--- src/rtl/gemm_result_reader_if.sv ---
// gemm_result_reader_if: result stream valid/ready bundle.
// master drives data/valid/last, slave drives ready.
interface gemm_result_reader_if #(
  parameter int OutDataWidth = 32
);
  logic [OutDataWidth-1:0] m_data_o;
  logic                    m_valid_o;
  logic                    m_ready_i;
  logic                    m_last_o;

  modport master (
    output m_data_o,
    output m_valid_o,
    output m_last_o,
    input  m_ready_i
  );

  modport slave (
    input  m_data_o,
    input  m_valid_o,
    input  m_last_o,
    output m_ready_i
  );
endinterface

--- src/rtl/gemm_result_reader.sv ---
// gemm_result_reader: drains GeMM C SRAM, one word per tile,
// and streams its meshRow*meshCol elements LSB first.
// Ports: clk_i/rst_ni; start_i, M_size_i, N_size_i (latched);
// sram_c_addr_o/re_o/rdata_i (1-cycle read latency);
// m_if (data/valid/ready/last stream); busy_o, done_o.
module gemm_result_reader #(
  parameter int OutDataWidth  = 32,
  parameter int AddrWidth     = 16,
  parameter int SizeAddrWidth = 8,
  parameter int meshRow       = 2,
  parameter int meshCol       = 2
) (
  input  logic                     clk_i,
  input  logic                     rst_ni,
  input  logic                     start_i,
  input  logic [SizeAddrWidth-1:0] M_size_i,
  input  logic [SizeAddrWidth-1:0] N_size_i,
  output logic [AddrWidth-1:0]     sram_c_addr_o,
  output logic                     sram_c_re_o,
  input  logic [meshRow*meshCol*OutDataWidth-1:0] sram_c_rdata_i,
  gemm_result_reader_if.master     m_if,
  output logic                     busy_o,
  output logic                     done_o
);

  localparam int E  = meshRow * meshCol;
  localparam int EW = (E > 1) ? $clog2(E) : 1;
  localparam int TW = 2 * SizeAddrWidth;
  localparam int WW = E * OutDataWidth;

  typedef enum logic [2:0] {
    S_IDLE,
    S_READ,
    S_WAIT,
    S_STREAM,
    S_DONE
  } state_e;

  state_e          state_q, state_d;
  logic [TW-1:0]   t_q, t_d;
  logic [TW-1:0]   b_q, b_d;
  logic [EW-1:0]   e_q, e_d;
  logic [WW-1:0]   buf_q, buf_d;

  logic [TW-1:0]   prod;
  logic            blk_last;
  logic            ele_last;
  logic            hs;
  logic [OutDataWidth-1:0] elem;

  assign prod = {{SizeAddrWidth{1'b0}}, M_size_i}
              * {{SizeAddrWidth{1'b0}}, N_size_i};

  // t_q is nonzero whenever STREAM is reachable
  assign blk_last = (b_q == t_q - TW'(1));
  assign ele_last = (e_q == EW'(E - 1));
  assign hs = m_if.m_valid_o && m_if.m_ready_i;

  always_comb begin
    elem = '0;
    for (int i = 0; i < E; i++) begin
      if (e_q == EW'(i)) begin
        elem = buf_q[i*OutDataWidth +: OutDataWidth];
      end
    end
  end

  always_comb begin
    state_d       = state_q;
    t_d           = t_q;
    b_d           = b_q;
    e_d           = e_q;
    buf_d         = buf_q;
    sram_c_re_o   = 1'b0;
    sram_c_addr_o = '0;
    m_if.m_valid_o = 1'b0;
    done_o        = 1'b0;
    unique case (state_q)
      S_IDLE: begin
        if (start_i) begin
          t_d = prod;
          b_d = '0;
          e_d = '0;
          state_d = (prod == '0) ? S_DONE : S_READ;
        end
      end
      S_READ: begin
        sram_c_re_o   = 1'b1;
        sram_c_addr_o = AddrWidth'(b_q);
        state_d       = S_WAIT;
      end
      S_WAIT: begin
        buf_d   = sram_c_rdata_i;
        e_d     = '0;
        state_d = S_STREAM;
      end
      S_STREAM: begin
        m_if.m_valid_o = 1'b1;
        if (hs) begin
          if (ele_last) begin
            e_d = '0;
            if (blk_last) begin
              state_d = S_DONE;
            end else begin
              b_d     = b_q + TW'(1);
              state_d = S_READ;
            end
          end else begin
            e_d = e_q + EW'(1);
          end
        end
      end
      S_DONE: begin
        done_o  = 1'b1;
        state_d = S_IDLE;
      end
      default: state_d = S_IDLE;
    endcase
  end

  assign m_if.m_data_o = elem;
  assign m_if.m_last_o = (state_q == S_STREAM)
                       && blk_last && ele_last;
  assign busy_o = (state_q != S_IDLE);

  always_ff @(posedge clk_i or negedge rst_ni) begin
    if (!rst_ni) begin
      state_q <= S_IDLE;
      t_q     <= '0;
      b_q     <= '0;
      e_q     <= '0;
      buf_q   <= '0;
    end else begin
      state_q <= state_d;
      t_q     <= t_d;
      b_q     <= b_d;
      e_q     <= e_d;
      buf_q   <= buf_d;
    end
  end

endmodule

--- src/flat_wrapper.sv ---
// flat-port wrapper written by rule: the top's interface ports become plain ports
module gemm_result_reader_flat 
#(
  parameter int OutDataWidth  = 32,
  parameter int AddrWidth     = 16,
  parameter int SizeAddrWidth = 8,
  parameter int meshRow       = 2,
  parameter int meshCol       = 2
)
  (clk_i, rst_ni, start_i, M_size_i, N_size_i, sram_c_addr_o, sram_c_re_o, sram_c_rdata_i, busy_o, done_o, m_if_m_data_o, m_if_m_valid_o, m_if_m_last_o, m_if_m_ready_i);
  gemm_result_reader_if #(.OutDataWidth(OutDataWidth)) m_if_i ();
  input  logic clk_i;
  input  logic rst_ni;
  input  logic start_i;
  input  logic [SizeAddrWidth-1:0] M_size_i;
  input  logic [SizeAddrWidth-1:0] N_size_i;
  output logic [AddrWidth-1:0] sram_c_addr_o;
  output logic sram_c_re_o;
  input  logic [meshRow*meshCol*OutDataWidth-1:0] sram_c_rdata_i;
  output logic busy_o;
  output logic done_o;
  output wire logic [$bits(m_if_i.m_data_o)-1:0] m_if_m_data_o;
  output wire logic [$bits(m_if_i.m_valid_o)-1:0] m_if_m_valid_o;
  output wire logic [$bits(m_if_i.m_last_o)-1:0] m_if_m_last_o;
  input wire logic [$bits(m_if_i.m_ready_i)-1:0] m_if_m_ready_i;
  assign m_if_m_data_o = m_if_i.m_data_o;
  assign m_if_m_valid_o = m_if_i.m_valid_o;
  assign m_if_m_last_o = m_if_i.m_last_o;
  assign m_if_i.m_ready_i = m_if_m_ready_i;
  gemm_result_reader #(.OutDataWidth(OutDataWidth), .AddrWidth(AddrWidth), .SizeAddrWidth(SizeAddrWidth), .meshRow(meshRow), .meshCol(meshCol)) u_core (.clk_i(clk_i), .rst_ni(rst_ni), .start_i(start_i), .M_size_i(M_size_i), .N_size_i(N_size_i), .sram_c_addr_o(sram_c_addr_o), .sram_c_re_o(sram_c_re_o), .sram_c_rdata_i(sram_c_rdata_i), .m_if(m_if_i), .busy_o(busy_o), .done_o(done_o));
endmodule
--- config.mk ---
export PLATFORM = sky130hd
export DESIGN_NAME = gemm_result_reader_flat
export DESIGN_NICKNAME = d
export VERILOG_FILES = /design/src/rtl/gemm_result_reader_if.sv /design/src/rtl/gemm_result_reader.sv /design/src/flat_wrapper.sv
export SDC_FILE = /design/constraint.sdc
export NUM_CORES = 1
export LEC_CHECK = 0
export BUFFER_PORTS_ARGS = -buffer_cell sky130_fd_sc_hd__buf_2
export CORE_AREA = 2 2 188 190
export DETAILED_ROUTE_END_ITERATION = 10
export DIE_AREA = 0 0 190 192
export PLACE_DENSITY_LB_ADDON = 0.3
export SETUP_SLACK_MARGIN = 0.02
export SYNTH_ARGS = -nofsm -noshare
export SYNTH_HDL_FRONTEND = slang
export SYNTH_SLANG_ARGS = --single-unit
export TNS_END_PERCENT = 1
--- constraint.sdc ---
create_clock -name clk_i -period 7.5 [get_ports clk_i]
set_clock_uncertainty 0.2 [all_clocks]
set_input_delay 1.5 -clock clk_i [delete_from_list [all_inputs] [get_ports clk_i]]
set_output_delay 1.5 -clock clk_i [all_outputs]
set_load 0.01 [all_outputs]
### Word-level counts from Yosys, hierarchy flattened

Cells that the tools add are included.
W data, S select, Z words.

* word-level logic and storage cells: 57
* output and inout bits: 53
* bits in registers: 165
* input port bits: 148

* multiply operators: 1
* add/subtract/negate cells: 3
* muxes and demuxes: 23
* reductions and logical operators: 13
* equality and inequality tests: 12

Operators with widths (count)
* $mux W32: 4
* $mux W16: 5
* $pmux W16 S2: 1
* $add A16 B1 Y16 const B: 1
* $eq A16 B16 Y1: 1
* $logic_not A16 Y1: 1
* $mul A8 B8 Y16: 1
* $sub A16 B1 Y16 const B: 1
* $mux W3: 5
* $pmux W3 S4: 1
* $eq A3 B2 Y1 const B: 2
* $mux W2: 3
* $pmux W2 S3: 1
* $reduce_and A3 Y1: 2
* $reduce_bool A3 Y1: 2
* $reduce_and A5 Y1: 1
* $eq A2 B2 Y1 const B: 2
* $ne A2 B1 Y1 const B: 2
* $ne A2 B2 Y1 const B: 2
* $eq A3 B1 Y1 const B: 1
* $eq A3 B3 Y1 const B: 1
* $logic_and A1 B1 Y1: 3
* $logic_not A3 Y1: 1
* $mux W1: 3
* other kinds (5): 5

### Logic depth before layout (Yosys ltp)

* depth in word-level cells: 6
* depth in mapped cells: 18
* depth with buffers taken out: 18

### Least setup slack after synthesis

Ideal clock, no wire load.

* kind: in2reg
* start: input port N_size_i[7]
* end: register u_core.state_q[0]
* stages: 15
* setup slack: 1675 ps
* data arrival time: 5506 ps
* setup time: 119 ps
* cell sequence: nand2_1 > fa_1 > fa_1 > fa_1 > fa_1 > inv_1 > ha_1 > or2_2 > o32a_1 > a21bo_2 > a21o_1 > a21oi_1 > xnor2_1 > nand4b_1 > o21a_1

* cells in the longest elaborated chain, start to end: 5

Ends and longest elaborated chain
* from (decl): line flat_wrapper.sv:16 `input logic [SizeAddrWidth-1:0] N_size_i;`
* $mul A8 B8 Y16: line gemm_result_reader.sv:52 `* {{SizeAddrWidth{1'b0}}, N_size_i};`
* $logic_not A16 Y1: line gemm_result_reader.sv:84 `state_d = (prod == '0) ? S_DONE : S_READ;`
* $mux W3: line gemm_result_reader.sv:84
* $mux W3: line gemm_result_reader.sv:80 `if (start_i) begin`
* $pmux W3 S4: line gemm_result_reader.sv:78 `unique case (state_q)`
* to (signal assigned): line gemm_result_reader.sv:134 `state_q <= state_d;`
* to (decl): line gemm_result_reader.sv:39 `state_e state_q, state_d;`

No other way between the ends. The select of a mux whose other input is x is not followed.
A chain may end at the register's enable or synchronous reset.

### Final worst setup path

* start: input port M_size_i[5]
* end: register u_core.state_q[0]

* cells in the longest elaborated chain, start to end: 5

Ends and longest elaborated chain
* from (decl): line flat_wrapper.sv:15 `input logic [SizeAddrWidth-1:0] M_size_i;`
* $mul A8 B8 Y16: line gemm_result_reader.sv:52
* $logic_not A16 Y1: line gemm_result_reader.sv:84
* $mux W3: line gemm_result_reader.sv:84
* $mux W3: line gemm_result_reader.sv:80
* $pmux W3 S4: line gemm_result_reader.sv:78

No other way between the ends. The select of a mux whose other input is x is not followed.

==> impl_results.html <==
<table>
<tr><th>Metric</th><th>Value</th></tr>
<tr><th colspan="2">Critical path</th></tr>
<tr><td>Critical setup path kind</td><td>in2reg</td></tr>
<tr><td>Critical path data required time</td><td>7.63 ns</td></tr>
<tr><td>Largest driver fanout on the critical path</td><td>8</td></tr>
<tr><td>CP endpoint kind</td><td>register</td></tr>
<tr><td>Worst Path Arrival</td><td>5.94 ns</td></tr>
<tr><td>Launching element type of the critical path</td><td>input pin</td></tr>
<tr><th colspan="2">Power and ir drop</th></tr>
<tr><td>Cell-internal power</td><td>0.002773 W</td></tr>
<tr><td>Leak pwr</td><td>5.564 nW</td></tr>
<tr><td>Part of the power in combinational logic</td><td>0.452</td></tr>
<tr><td>Sw power</td><td>0.001762 W</td></tr>
<tr><td>Highest ir drop seen on vdd</td><td>0.1890 mV</td></tr>
<tr><td>Clk network pwr share</td><td>0.207</td></tr>
<tr><td>Share of total power in sequential cells</td><td>0.341</td></tr>
<tr><td>Power Density</td><td>370.5 mW/mm^2</td></tr>
<tr><td>Switching Share</td><td>0.3886</td></tr>
<tr><th colspan="2">Timing</th></tr>
<tr><td>Final count of pins violating max slew</td><td>0</td></tr>
<tr><td>Aggregate negative setup slack</td><td>0 ns</td></tr>
<tr><td>Slew HR</td><td>0.2911</td></tr>
<tr><td>Number of failing setup endpoints in the final timing report</td><td>0</td></tr>
<tr><td>Hold Violations, Final</td><td>0</td></tr>
<tr><td>Part of the cycle the worst path needs</td><td>0.7746</td></tr>
<tr><td>Tightest Pin Transition</td><td>1.063 ns</td></tr>
<tr><td>Post-layout minimum cycle time</td><td>5.809 ns</td></tr>
<tr><td>Final Hold Slack</td><td>0.3078 ns</td></tr>
<tr><td>Setup repair after global routing missed its margin</td><td>no</td></tr>
<tr><td>Highest clock rate</td><td>172.1 MHz</td></tr>
<tr><th colspan="2">Clock network</th></tr>
<tr><td>Cells resized by post-CTS repair</td><td>0</td></tr>
<tr><td>Clock Pin Slew Worst Setup and Hold Paths</td><td>0.07 ns</td></tr>
<tr><td>Clk root buf</td><td>clkbuf_16</td></tr>
<tr><td>Number of sinks handled by clock tree synthesis</td><td>165</td></tr>
<tr><td>Post-CTS Hold Buffers</td><td>0</td></tr>
<tr><td>Clk buf depth</td><td>2</td></tr>
<tr><td>TritonCTS clock tree</td><td>done</td></tr>
<tr><td>Worst-Skew Late Latency</td><td>0.43 ns</td></tr>
<tr><td>H-Tree Depth</td><td>4</td></tr>
<tr><td>Post-CTS Setup Repair Bufs</td><td>0</td></tr>
<tr><td>Number of buffers inserted during clock tree synthesis</td><td>17</td></tr>
<tr><th colspan="2">Place</th></tr>
<tr><td>Final HPWL DP</td><td>19140 um</td></tr>
<tr><td>Placed standard-cell area</td><td>0.01161 mm^2</td></tr>
<tr><td>Port-buffer cells</td><td>200</td></tr>
<tr><td>Gpl congestion</td><td>0.8610</td></tr>
<tr><th colspan="2">Global routing</th></tr>
<tr><td>Global-route wire length before repair</td><td>41600 um</td></tr>
<tr><td>Residual overflow from global routing</td><td>0</td></tr>
<tr><td>Via count of the first global-routing pass</td><td>7793</td></tr>
<tr><td>Largest net degree at the start of global routing</td><td>82</td></tr>
<tr><td>Number of antenna violations at the first check in global routing</td><td>4</td></tr>
<tr><td>Total global routing track utilization</td><td>0.1452</td></tr>
<tr><th colspan="2">Yosys</th></tr>
<tr><td>Post-Syn Instances</td><td>998</td></tr>
<tr><td>Synth unique cells</td><td>57</td></tr>
<tr><td>Async set or reset register ratio after synthesis</td><td>1.000</td></tr>
<tr><td>Average cell area after synthesis</td><td>10.18 um^2</td></tr>
<tr><td>Nets in the synthesized netlist</td><td>1224</td></tr>
<tr><td>Seq/Total Area, Yosys</td><td>0.4065</td></tr>
<tr><td>FF+latch count, synth</td><td>165</td></tr>
<tr><td>Top FF cell, synth</td><td>dfrtp_1</td></tr>
<tr><td>Number of enable flip-flop cells after synthesis</td><td>0</td></tr>
<tr><td>Netlist area before placement</td><td>0.01016 mm^2</td></tr>
<tr><td>Synth warnings</td><td>0</td></tr>
<tr><th colspan="2">Routing</th></tr>
<tr><td>Routed wire length on met2</td><td>12530 um</td></tr>
<tr><td>Number of vias after detailed routing</td><td>7778</td></tr>
<tr><td>Wirelength per Cell</td><td>15.95 um</td></tr>
<tr><td>First-pass detailed-route iteration total</td><td>4</td></tr>
<tr><td>Total wirelength of the detailed-routed design</td><td>26230 um</td></tr>
<tr><td>Number of vias per cell</td><td>4.731</td></tr>
<tr><td>Iteration-0 DRC Markers</td><td>309</td></tr>
<tr><td>Drt drc</td><td>0</td></tr>
<tr><td>Remaining antenna violation count</td><td>0</td></tr>
<tr><td>Wire length on met1</td><td>12110 um</td></tr>
<tr><td>Top sig layer</td><td>met5</td></tr>
<tr><td>Met3 wirelength from detailed routing</td><td>1070 um</td></tr>
<tr><th colspan="2">Die</th></tr>
<tr><td>Die width</td><td>190 um</td></tr>
<tr><td>I/O pin cnt</td><td>201</td></tr>
<tr><td>Initial Utilization</td><td>0.2962</td></tr>
<tr><td>Number of cell rows</td><td>68</td></tr>
<tr><td>Die Area</td><td>0.03648 mm^2</td></tr>
<tr><td>Die Y-Extent</td><td>192 um</td></tr>
<tr><td>Core outline area</td><td>0.03429 mm^2</td></tr>
<tr><th colspan="2">Flow run</th></tr>
<tr><td>Max_cap viols</td><td>0</td></tr>
<tr><th colspan="2">Layout</th></tr>
<tr><td>Final Net Count</td><td>1400</td></tr>
<tr><td>Share of final-layout standard cells stronger than drive strength 1</td><td>0.3235</td></tr>
<tr><td>Design Area, Final</td><td>0.01224 mm^2</td></tr>
<tr><td>Synthesis-to-finish area growth</td><td>20.50%</td></tr>
<tr><th colspan="2">Run status</th></tr>
<tr><td>Status</td><td>finished clean</td></tr>
<tr><th colspan="2">Worst hold path</th></tr>
<tr><td>Worst min-delay path class</td><td>reg2reg</td></tr>
</table>
-- path summary, 6_finish.rpt --
| check | from | to | slack (ns) | cells past startpoint |
|---|---|---|---|---|
| max in group asynchronous | rst_ni | u_core.buf_q[78] | 4.95 | 2 |
| hold / removal | u_core.buf_q[71] | u_core.buf_q[71] | 0.31 | 1 |
| setup / recovery | M_size_i[5] | u_core.state_q[0] | 1.69 | 17 |
| min in group asynchronous | rst_ni | u_core.b_q[5] | 0.88 | 1 |
| setup reg to reg | u_core.t_q[3] | u_core.b_q[14] | 3.51 | 9 |
| hold reg to reg | u_core.buf_q[71] | u_core.buf_q[71] | 0.31 | 1 |
-- power groups by stage --
stage	Combinational (W)	Sequential, W	Clock, W
after floorplan	0.00153	0.00148	0
after global placement	0.00206	0.00154	0
after detailed placement	0.00208	0.00156	0
after CTS	0.00209	0.00155	0.000963
after global routing	0.00233	0.00160	0.00100
final	0.00205	0.00155	0.000937
-- state kept, by name, indices dropped and copies added, names as in the netlist --
signal	flops
u_core.t_q	16
u_core.e_q	2
u_core.state_q	3
u_core.buf_q	128
u_core.b_q	16
-- synth_stat cells (31+ instances only) --
cell type | instances | share of area
nor2_1 | 62 | 0.023
inv_1 | 63 | 0.023
a22oi_1 | 31 | 0.023
ha_1 | 42 | 0.052
dfrtp_1 | 165 | 0.41
fa_1 | 36 | 0.071
o21ai_0 | 54 | 0.027
and2_1 | 48 | 0.030
a21oi_1 | 52 | 0.026
mux2_2 | 128 | 0.14
clkbuf_1 | 46 | 0.017
nand2_1 | 106 | 0.039
-- final cells by class --
class                      instances  area [um^2]
fill                            3504        22050
multi-input combinational        717         5595
sequential                       165         4129
timing repair buffer             210         1082
tap                              455        569.3
clock buffer                      18        439.2
inverter                          63        236.5
clock inverter                    14        182.7
antenna                            2        5.005
-- logic make-up (layout without fill, tap and decap cells) --
logic type,after synthesis,after routing,synth area share
AOI/OAI and AO/OA,164,164,0.09608
xor gates and xnor gates,40,40,0.03523
muxes,134,134,0.1478
other,0,2,0
DFF,165,165,0.4065
buffers and inverters,116,305,0.04385
adders and majority gates,78,78,0.1227
and+or+nand+nor,301,301,0.1478
-- routing by layer --
| layer | track usage | vias to the layer above |
|---|---|---|
| met2 | 0.2388 | 164 |
| met4 | 0.04472 | 4 |
| met1 | 0.1917 | 3790 |
| met5 | 0 | - |
| met3 | 0.03033 | 35 |
| li1 | - | 3785 |
-- worst max-delay path: stages --
cell      delay, ns
buf_2          0.16
nand2_1        0.10
fa_1           0.51
fa_1           0.56
fa_1           0.44
fa_1           0.54
inv_1          0.04
ha_1           0.36
nand3_1        0.11
o211ai_1       0.11
o41ai_1        0.51
o21ai_0        0.15
a21oi_1        0.19
xor2_1         0.19
nand2_1        0.06
nand4b_1       0.20
o21a_1         0.20
-- layout by cell type, fill, tap and decap left out, types with 10 or more instances in the layout --
cell,Yosys,final
a21oi_1,52,52
a22oi_1,31,31
and2_1,48,48
buf_2,2,199
buf_4,0,10
clkbuf_16,0,17
dfrtp_1,165,165
fa_1,36,36
ha_1,42,40
inv_1,63,63
mux2_2,128,128
nand2_1,106,106
nand3_1,16,16
nor2_1,62,62
nor3_1,14,14
nor4_1,10,10
o21ai_0,54,54
xnor2_1,20,20
xor2_1,19,19
-- through the flow --
stage | instances | setup slack (ns) | utilization | total power, W
floorplan | 998 | 1.675 | - | 0.003005
global placement | 1610 | 1.212 | 0.3387 | 0.003606
detailed placement | 1610 | 1.221 | 0.3387 | 0.003647
CTS | 1642 | 1.669 | 0.3568 | 0.004604
global route | 1644 | 1.311 | 0.3570 | 0.004934
finish | 1644 | 1.691 | 0.3570 | 0.004535
Power figures use the tool's default switching activity.
